File: src/rtl/soc_run_sequencer.sv
// Run sequencer for the MCU test harness: walks the SoC through reset, boot and run,
// and ends the run on a firmware exit write or on the watchdog.
module soc_run_sequencer #(
  parameter int unsigned RESET_WAIT_CYCLES = 4,
  parameter int unsigned BOOT_DELAY_CYCLES = 8,
  parameter int unsigned MAX_CYCLES        = 0
) (
  input  logic        clk,
  input  logic        rst_n,
  input  logic        boot_select_i,
  output logic        soc_rst_no,
  output logic        fetch_enable_o,
  output logic        boot_select_o,
  input  logic        req_i,
  input  logic        we_i,
  input  logic [3:0]  addr_i,
  input  logic [31:0] wdata_i,
  output logic        gnt_o,
  output logic        rvalid_o,
  output logic [31:0] rdata_o,
  output logic        exit_valid_o,
  output logic [31:0] exit_value_o,
  output logic        timeout_o
);

  typedef enum logic [1:0] {HOLD, BOOT, RUN, DONE} state_e;

  state_e      state_q, state_d;
  logic [31:0] cnt_q, cnt_d;
  logic [31:0] cycle_cnt_q, cycle_cnt_d;
  logic [31:0] exit_reg_q, exit_reg_d;
  logic        soc_rst_n_q, soc_rst_n_d;
  logic        fetch_en_q, fetch_en_d;
  logic        boot_sel_q, boot_sel_d;
  logic        rvalid_q, rvalid_d;
  logic [31:0] rdata_q, rdata_d;
  logic        exit_valid_q, exit_valid_d;
  logic [31:0] exit_value_q, exit_value_d;
  logic        timeout_q, timeout_d;

  logic        wr_en;
  logic        wr_exit_ctrl;
  logic        wr_exit_value;
  logic        wdog_hit;
  logic [31:0] rd_data;
  logic        unused_addr_bits;

  // Byte offsets are word aligned, so the low address bits carry no information.
  assign unused_addr_bits = ^addr_i[1:0];

  assign gnt_o         = req_i;
  assign wr_en         = req_i && we_i && ((state_q == BOOT) || (state_q == RUN));
  assign wr_exit_ctrl  = wr_en && (addr_i[3:2] == 2'd0) && wdata_i[0];
  assign wr_exit_value = wr_en && (addr_i[3:2] == 2'd1);
  assign wdog_hit      = (MAX_CYCLES != 0) && (cycle_cnt_q == 32'(MAX_CYCLES - 1));

  always_comb begin
    rd_data = '0;
    case (addr_i[3:2])
      2'd0:    rd_data = {31'b0, exit_valid_q};
      2'd1:    rd_data = exit_reg_q;
      2'd2:    rd_data = {31'b0, boot_sel_q};
      2'd3:    rd_data = cycle_cnt_q;
      default: rd_data = '0;
    endcase
  end

  always_comb begin
    state_d      = state_q;
    cnt_d        = cnt_q;
    cycle_cnt_d  = cycle_cnt_q;
    exit_reg_d   = exit_reg_q;
    soc_rst_n_d  = soc_rst_n_q;
    fetch_en_d   = fetch_en_q;
    boot_sel_d   = boot_sel_q;
    exit_valid_d = exit_valid_q;
    exit_value_d = exit_value_q;
    timeout_d    = timeout_q;
    rvalid_d     = req_i;
    rdata_d      = (req_i && !we_i) ? rd_data : '0;

    if (wr_exit_value) begin
      exit_reg_d = wdata_i;
    end

    case (state_q)
      HOLD: begin
        soc_rst_n_d = 1'b0;
        fetch_en_d  = 1'b0;
        if (cnt_q == 32'(RESET_WAIT_CYCLES - 1)) begin
          state_d     = BOOT;
          cnt_d       = '0;
          soc_rst_n_d = 1'b1;
          boot_sel_d  = boot_select_i;
        end else begin
          cnt_d = cnt_q + 32'd1;
        end
      end
      BOOT: begin
        if (cnt_q == 32'(BOOT_DELAY_CYCLES - 1)) begin
          state_d    = RUN;
          cnt_d      = '0;
          fetch_en_d = 1'b1;
        end else begin
          cnt_d = cnt_q + 32'd1;
        end
      end
      RUN: begin
        if (cycle_cnt_q != 32'hFFFF_FFFF) begin
          cycle_cnt_d = cycle_cnt_q + 32'd1;
        end
        // A firmware exit landing on the watchdog cycle takes priority over the timeout.
        if (wr_exit_ctrl) begin
          state_d      = DONE;
          fetch_en_d   = 1'b0;
          exit_valid_d = 1'b1;
          exit_value_d = exit_reg_q;
        end else if (wdog_hit) begin
          state_d      = DONE;
          fetch_en_d   = 1'b0;
          exit_valid_d = 1'b1;
          exit_value_d = 32'hFFFF_FFFF;
          timeout_d    = 1'b1;
        end
      end
      DONE: begin
        fetch_en_d = 1'b0;
      end
      default: state_d = HOLD;
    endcase
  end

  always_ff @(posedge clk or negedge rst_n) begin
    if (!rst_n) begin
      state_q      <= HOLD;
      cnt_q        <= '0;
      cycle_cnt_q  <= '0;
      exit_reg_q   <= '0;
      soc_rst_n_q  <= 1'b0;
      fetch_en_q   <= 1'b0;
      boot_sel_q   <= 1'b0;
      rvalid_q     <= 1'b0;
      rdata_q      <= '0;
      exit_valid_q <= 1'b0;
      exit_value_q <= '0;
      timeout_q    <= 1'b0;
    end else begin
      state_q      <= state_d;
      cnt_q        <= cnt_d;
      cycle_cnt_q  <= cycle_cnt_d;
      exit_reg_q   <= exit_reg_d;
      soc_rst_n_q  <= soc_rst_n_d;
      fetch_en_q   <= fetch_en_d;
      boot_sel_q   <= boot_sel_d;
      rvalid_q     <= rvalid_d;
      rdata_q      <= rdata_d;
      exit_valid_q <= exit_valid_d;
      exit_value_q <= exit_value_d;
      timeout_q    <= timeout_d;
    end
  end

  assign soc_rst_no     = soc_rst_n_q;
  assign fetch_enable_o = fetch_en_q;
  assign boot_select_o  = boot_sel_q;
  assign rvalid_o       = rvalid_q;
  assign rdata_o        = rdata_q;
  assign exit_valid_o   = exit_valid_q;
  assign exit_value_o   = exit_value_q;
  assign timeout_o      = timeout_q;

endmodule
File: config.mk
export PLATFORM = sky130hd
export DESIGN_NAME = soc_run_sequencer
export DESIGN_NICKNAME = d
export VERILOG_FILES = /design/src/rtl/soc_run_sequencer.sv
export SDC_FILE = /design/constraint.sdc
export NUM_CORES = 1
export LEC_CHECK = 0
export ABC_AREA = 1
export BUFFER_PORTS_ARGS = -buffer_cell sky130_fd_sc_hd__buf_2
export CAP_MARGIN = 25
export CORE_ASPECT_RATIO = 0.8
export CORE_MARGIN = 4
export CORE_UTILIZATION = 60
export CTS_BUF_LIST = sky130_fd_sc_hd__clkbuf_2
export CTS_CLUSTER_SIZE = 40
export DETAILED_ROUTE_END_ITERATION = 6
export HOLD_SLACK_MARGIN = 0.06
export PLACE_DENSITY_LB_ADDON = 0.08
export SLEW_MARGIN = 20
export SYNTH_ARGS = -nofsm -noshare
export SYNTH_HDL_FRONTEND = slang
export SYNTH_SLANG_ARGS = --single-unit
File: constraint.sdc
create_clock -name clk -period 2.25 [get_ports clk]
set_clock_uncertainty 0.2 [all_clocks]
set_input_delay 0.45 -clock clk [delete_from_list [all_inputs] [get_ports clk]]
set_output_delay 0.45 -clock clk [all_outputs]
set_load 0.01 [all_outputs]
==> implementation parameters, run 1 <==
Parameter                              Value

Power
  Switching Power    2.97 mW
  Internal portion of total power    a little over 5 mW
  Peak supply drop    0.000646 V
  Share of power burned in combinational logic    0.300
  Clock power share    0.207
  Power per Cell Area    840 mW/mm2
  Leakage power figure    4.82 nW
  Share of power burned in registers    0.494
  Fraction of power spent switching nets    0.368

GRT
  Global-route wire length before repair    34.4 mm
  GRT Overall Usage    0.275
  GR peak layer    met1
  Met2 track demand over resource    0.393
  Remaining global-route overflow    0
  Largest net degree at the start of global routing    56
  Initial antenna violation count    0
  GRT met3 Usage    0.0724
  Fraction of met1 tracks used by global routing    0.415
  Number of global-route vias before repair    6757

Final layout
  Layout-stage area growth over the synthesis result    18.1%
  Number of standard cells in the layout, taps in and fillers out    roughly 1300
  Area of combinational cells with multiple inputs    0.00326 mm2
  Share of layout cells above drive strength 1    0.178
  Layout Nets    1195
  Number of fillers in the final layout    1039
  Final cell area excluding filler cells    about 0.0096 mm2
  Number of antenna repair diodes    0
  Combined flip-flop and latch cell area    0.00418 mm2

Synth
  Primary flip-flop cell chosen by synthesis mapping    sky130_fd_sc_hd__dfrtp_1
  Synthesized netlist net count    just over 1000
  Cell count after synthesis    990
  Mapped Area    0.00815 mm2
  Commonest cells in the netlist    243 x sky130_fd_sc_hd__nand2_1, 167 x sky130_fd_sc_hd__dfrtp_1, 133 x sky130_fd_sc_hd__inv_1, 116 x sky130_fd_sc_hd__nor2_1, 71 x sky130_fd_sc_hd__o21ai_0
  Leading cell type by number of instances after synthesis    sky130_fd_sc_hd__nand2_1
  Share of the yosys chip area belonging to registers    0.513
  Synthesized area divided by synthesized cell count    8.23 um2
  Count of flip-flops with a built-in enable after synthesis    0
  Area contributors post-synth    sky130_fd_sc_hd__dfrtp_1 51%, sky130_fd_sc_hd__nand2_1 11%, sky130_fd_sc_hd__inv_1 6.1%
  Number of distinct library cell variants in the gate-level netlist after synthesis    41
  Post-synth ARST share    1.00
  Top cell type's share of synthesized area    0.513
  Synth warn    0
  Post-synthesis register bit count    167
  Largest area contributor in the synthesized netlist    sky130_fd_sc_hd__dfrtp_1

Die
  Starting density of the core    0.624
  Number of cell rows    37
  Total I/O pin count    112
  Chip width    138 um
  Die footprint    0.0155 mm2
  Die height    ~110 um
  Floorplan Core Area    0.0131 mm2

Clock network
  CTS max path bufs    2
  Clock input transition at the sequential cells of the worst setup and hold paths    0.23 ns
  CTS tree    built
  CTS root buffer    sky130_fd_sc_hd__clkbuf_2
  H-tree levels    4
  Num CTS Buffers    17
  Clock Latency Late Sink    0.77 ns
  Sink Count    167

Worst setup path
  Classification of the worst setup path    in -> reg
  Largest fanout on the critical path    15
  Required time at the worst-slack endpoint    2.76 ns
  Worst path arrival time    2.67 ns
  Worst setup EP type    flip-flop
  Startpoint types    input pin

Placed design
  Half-perimeter wire length after detailed placement    14.2 mm
  Placement-stage cell area    0.00893 mm2
  Worst setup slack after placement    roughly 0.13 ns
  Global placement routability congestion    between 0.9 and 1
  Post-Place Cells    1260
  # port buffers    between 100 and 150

Timing
  Unrepaired setup endpoints after global routing    false
  Max Transition Viols Final    0
  Post-route minimum period    2.15 ns
  Achievable Freq    464 MHz
  Actual slew at the worst max-slew pin    0.522 ns
  Period Utilization, post-route    0.958
  Total of endpoints with negative setup slack in the final report    0
  Total Neg Setup Slack    0 ns
  Hold Vio Cnt, Final    0
  Final WS setup    0.0952 ns
  Relative slew margins    0.648

Worst hold path
  Class of the tightest hold or removal check    in -> reg

Detailed routing
  Remaining design rule violation count    0
  Final routed wirelength across all metal layers    20.3 mm
  Final routed wire length divided by cell count    around 15 um
  First-pass iteration count of the detailed router    5
  Vias per cell    5.23
  Number of vias after detailed routing    6982
  Number of DRC markers in iteration 0    slightly above 500
  Antenna-violating nets left    0

Run
  Number of maximum-capacitance constraint violations    0

Outcome
  Run status    complete, no violations
==> cell usage in the layout (no fill, tap or decap), types with 2 or more instances in the layout <==
| cell type | instances |
|---|---|
| sky130_fd_sc_hd__buf_2 | 107 |
| sky130_fd_sc_hd__o21ai_1 | 4 |
| sky130_fd_sc_hd__clkbuf_2 | 17 |
| sky130_fd_sc_hd__xnor2_1 | 10 |
| sky130_fd_sc_hd__dlygate4sd3_1 | 42 |
| sky130_fd_sc_hd__nand2_1 | 242 |
| sky130_fd_sc_hd__o21ai_2 | 12 |
| sky130_fd_sc_hd__nor3_2 | 3 |
| sky130_fd_sc_hd__o22ai_1 | 25 |
| sky130_fd_sc_hd__bufinv_16 | 3 |
| sky130_fd_sc_hd__nor3_1 | 17 |
| sky130_fd_sc_hd__nor2_1 | 115 |
| sky130_fd_sc_hd__buf_4 | 15 |
| sky130_fd_sc_hd__clkinv_1 | 7 |
| sky130_fd_sc_hd__ha_1 | 6 |
| sky130_fd_sc_hd__a21oi_1 | 11 |
| sky130_fd_sc_hd__nand3_1 | 51 |
| sky130_fd_sc_hd__nor2_4 | 4 |
| sky130_fd_sc_hd__nor2_2 | 3 |
| sky130_fd_sc_hd__buf_12 | 5 |
| sky130_fd_sc_hd__inv_2 | 4 |
| sky130_fd_sc_hd__dfrtp_1 | 166 |
| sky130_fd_sc_hd__inv_6 | 2 |
| sky130_fd_sc_hd__nand3_2 | 5 |
| sky130_fd_sc_hd__xor2_1 | 33 |
| sky130_fd_sc_hd__o21ai_0 | 71 |
| sky130_fd_sc_hd__clkinvlp_4 | 2 |
| sky130_fd_sc_hd__nand2_2 | 12 |
| sky130_fd_sc_hd__nand4_1 | 14 |
| sky130_fd_sc_hd__inv_1 | 133 |
==> cell type report <==
type	instances	share of cell area
multi-input combinational	651	0.339
sequential	167	0.435
inverter	140	0.0557
clock buffer	17	0.00885
tap	175	0.0228
timing repair buffer	170	0.123
clock inverter	15	0.0165
==> layer usage <==
metal / share of wire / up-vias
met3: 0.083 / 30
met2: 0.42 / 290
li1: - / 3419
met1: 0.48 / 3243
met5: 0 / -
met4: 0.021 / 0
==> cells by family after synthesis <==
group	count (synthesis)	share of synthesized area
flops	167	0.513
buf+inv	172	0.0892
xor+xnor	43	0.0462
simple gates	474	0.253
fa+ha+maj	7	0.0108
other cells	1	0.000460
compound gates	126	0.0876
==> critical path, stage by stage <==
cell                            delay (ns)
sky130_fd_sc_hd__dlygate4sd3_1        0.52
sky130_fd_sc_hd__buf_2                0.14
sky130_fd_sc_hd__buf_4                0.21
sky130_fd_sc_hd__nand3_1              0.09
sky130_fd_sc_hd__dlygate4sd3_1        0.57
sky130_fd_sc_hd__a21oi_1              0.12
sky130_fd_sc_hd__dlygate4sd3_1        0.56
==> stage by stage <==
stage / power, mW / hold WS, ns / util
after CTS: 8.06 / 0.104 / 0.735
after detailed placement: 6.36 / 0.234 / 0.684
after global placement: 6.28 / 0.236 / 0.684
after global routing: 8.62 / 0.121 / 0.737
after floorplan: 5.54 / -0.0456 / -
final: 8.07 / 0.178 / 0.737
==> path summary, 6_finish.rpt <==
| check | from | endpoint | slack [ns] | cells past startpoint |
|---|---|---|---|---|
| min reg2reg | exit_value_o[5] | exit_value_o[5] | 0.32 | 2 |
| max in group asynchronous | rst_n | exit_value_o[0] | 0.75 | 4 |
| max reg2reg | state_q[1] | cnt_q[27] | 0.17 | 10 |
| max | addr_i[2] | rdata_o[4] | 0.1 | 7 |
| min | req_i | rvalid_o | 0.18 | 2 |
| min in group asynchronous | rst_n | cycle_cnt_q[18] | 0.49 | 3 |
==> flip-flops by register name, summed over array words and instances (netlist names) <==
register and cells:
soc_rst_no 1, rdata_o 32, cnt_q 32, fetch_enable_o 1
rvalid_o 1, cycle_cnt_q 32, exit_reg_q 32, state_q 2
exit_value_o 32, exit_valid_o 1, boot_select_o 1
==> repair_timing <==
action                                  in CTS  in global routing
gates resized for setup                      0                  5
buffers inserted                             0                  1
hold buffers                                42                  0
hold endpoints to repair                   239                  0
endpoints found under the setup margin       0                  7
==> power groups by stage <==
stage	clock, mW	sequential (mW)	combinational, mW
final	1.67	3.99	2.42
after global routing	1.82	4.07	2.73
after CTS	1.69	3.98	2.39
after detailed placement	0	4.03	2.33
after global placement	0	4.02	2.26
after floorplan	0	4.08	1.46
No activity file was read; power rests on OpenSTA's default activity.
==> inputs of run 2 (changes only) <==
- GPL_TIMING_DRIVEN: default -> 0
==> implementation parameters, run 2 (same netlist as run 1, synthesis figures left out) <==
Parameter                              Value

Worst setup path
  Classification of the worst setup path    reg -> reg
  Largest fanout on the critical path    5
  Reg-to-reg startpoint    cnt_q[20]
  Endpoint of the worst-slack reg-to-reg timing path    state_q[1]
  Startpoint types    flip-flop
  Required time at the worst-slack endpoint    2.70 ns
  Max stage delay on crit path    0.54 ns
  Buffer and inverter count on the worst path    0
  FF-to-FF path depth    8
  Worst reg-to-reg setup slack    0.04 ns
  Worst setup EP type    flip-flop
  Worst path cell trace    nor2_1 -> nand2_1 -> nor2_1 -> nand2_1 -> o21ai_0 -> nand3_1 -> nand2_1 -> nand2_1
  Cell type of the slowest stage on the worst timing path    sky130_fd_sc_hd__o21ai_0
  Most used cell, CP    sky130_fd_sc_hd__nand2_1
  Kind of cell adding the most delay to the critical path    simple AND/OR/NAND/NOR gates
  Worst path arrival time    2.66 ns

Die
  Floorplan Core Area    ~0.013 mm2
  Chip width    138 um
  Die footprint    0.0155 mm2
  Die height    112 um
  Number of cell rows    37
  Total I/O pin count    112
  Starting density of the core    0.624

GRT
  Initial antenna violation count    1
  Largest net degree at the start of global routing    92
  Remaining global-route overflow    0
  Number of global-route vias before repair    a little under 7000
  Global-route wire length before repair    35.4 mm
  GRT Overall Usage    0.286

Timing
  Actual slew at the worst max-slew pin    0.667 ns
  Max Transition Viols Final    0
  Total Neg Setup Slack    0 ns
  Hold Vio Cnt, Final    0
  Achievable Freq    roughly 450 MHz
  Total of endpoints with negative setup slack in the final report    0
  Final WS setup    around 0.041 ns
  Post-route minimum period    2.21 ns
  Unrepaired setup endpoints after global routing    true
  Period Utilization, post-route    0.982
  Relative slew margins    0.555
  Hold WS    about 0.09 ns

Clock network
  Clock Latency Late Sink    around 0.72 ns
  CTS root buffer    sky130_fd_sc_hd__clkbuf_2
  Clock input transition at the sequential cells of the worst setup and hold paths    0.25 ns
  H-tree levels    4
  Num CTS Buffers    17
  CTS tree    built
  CTS max path bufs    2
  Sink Count    167

Final layout
  Share of layout cells above drive strength 1    0.189
  Number of standard cells in the layout, taps in and fillers out    ~1400
  Layout Nets    1211
  Number of fillers in the final layout    ~1000
  Combined flip-flop and latch cell area    0.00418 mm2
  Most frequent cells in the layout    243 x sky130_fd_sc_hd__nand2_1, 166 x sky130_fd_sc_hd__dfrtp_1, 132 x sky130_fd_sc_hd__inv_1
  Layout-stage area growth over the synthesis result    18.8%
  Commonest non-fill, non-tap cell in the layout    sky130_fd_sc_hd__nand2_1
  Core utilization of the finished layout    0.741
  Area of combinational cells with multiple inputs    around 0.0033 mm2

Detailed routing
  Final routed wirelength across all metal layers    21.5 mm
  Antenna-violating nets left    0
  Number of vias after detailed routing    7223
  Number of DRC markers in iteration 0    629
  First-pass iteration count of the detailed router    6
  Remaining design rule violation count    0
  Final routed wire length divided by cell count    roughly 16 um
  Vias per cell    5.34

Outcome
  Run status    complete, no violations

Placed design
  Half-perimeter wire length after detailed placement    15.5 mm
  Post-Place Cells    around 1300
  Worst setup slack after placement    -0.0762 ns
  Global placement routability congestion    0.903
  # port buffers    106

Worst hold path
  Class of the tightest hold or removal check    in -> async

Power
  Peak supply drop    0.000779 V
  Leakage power figure    4.83 nW
  Power per Cell Area    roughly 840 mW/mm2

Run
  Number of maximum-capacitance constraint violations    0
run 2: metal layers:
layer	global-route usage	share of wire	vias to the layer above
li1	-	-	3460
met1	0.432	0.46	3391
met5	0	0	-
met2	0.407	0.42	345
met3	0.0779	0.098	27
met4	0.0829	0.021	0
run 2: what timing repair did:
item,4_1_cts,5_1_grt
hold buffers,41,0
endpoints found under the hold margin,210,0
pin swaps,0,4
gates resized for setup,5,16
endpoints found under the setup margin,21,97
buffers inserted,0,6
run 2: how the worst max path moves through the flow:
| stage | startpoint | endpoint | depth (start not counted) |
|---|---|---|---|
| after global placement | rst_n | exit_value_o[27] | 1 |
| final | cnt_q[20] | state_q[1] | 8 |
| after detailed placement | state_q[0] | exit_value_o[21] | 8 |
| after CTS | state_q[0] | cnt_q[19] | 10 |
| after global routing | cnt_q[20] | state_q[1] | 8 |
| after floorplan | state_q[0] | cnt_q[27] | 10 |
run 2: cell type report:
type,count,share of cell area
multi-input cells,651,0.341
clock inverters,15,0.0133
repair buffers,154,0.106
inverters,140,0.0555
flip-flops and latches,167,0.432
plain buffers,32,0.0203
diodes,2,0.000517
well taps,175,0.0226
clock buffers,17,0.00879
run 2: power by group:
group          total, mW  switching (mW)  internal [mW]  leakage [nW]
registers           3.99           0.359           3.63          2.22
logic               2.65            1.68          0.971          2.49
clock network       1.49            1.09          0.398         0.118
total               8.13            3.13           5.00          4.83
run 2: worst register-to-register path: cells and delay by family (launching register included):
family	cells	cell delay [ns]
flops	1	0.50
compound gates	1	0.54
simple gates	7	0.91
run 2: per-stage QoR:
stage	power, mW	cell area (um2)
6_report	8.13	9680
5_1_grt	8.67	9680
3_3_place_gp	6.37	8890
4_1_cts	7.99	9570
3_5_place_dp	6.46	8930
2_1_floorplan	5.54	8150
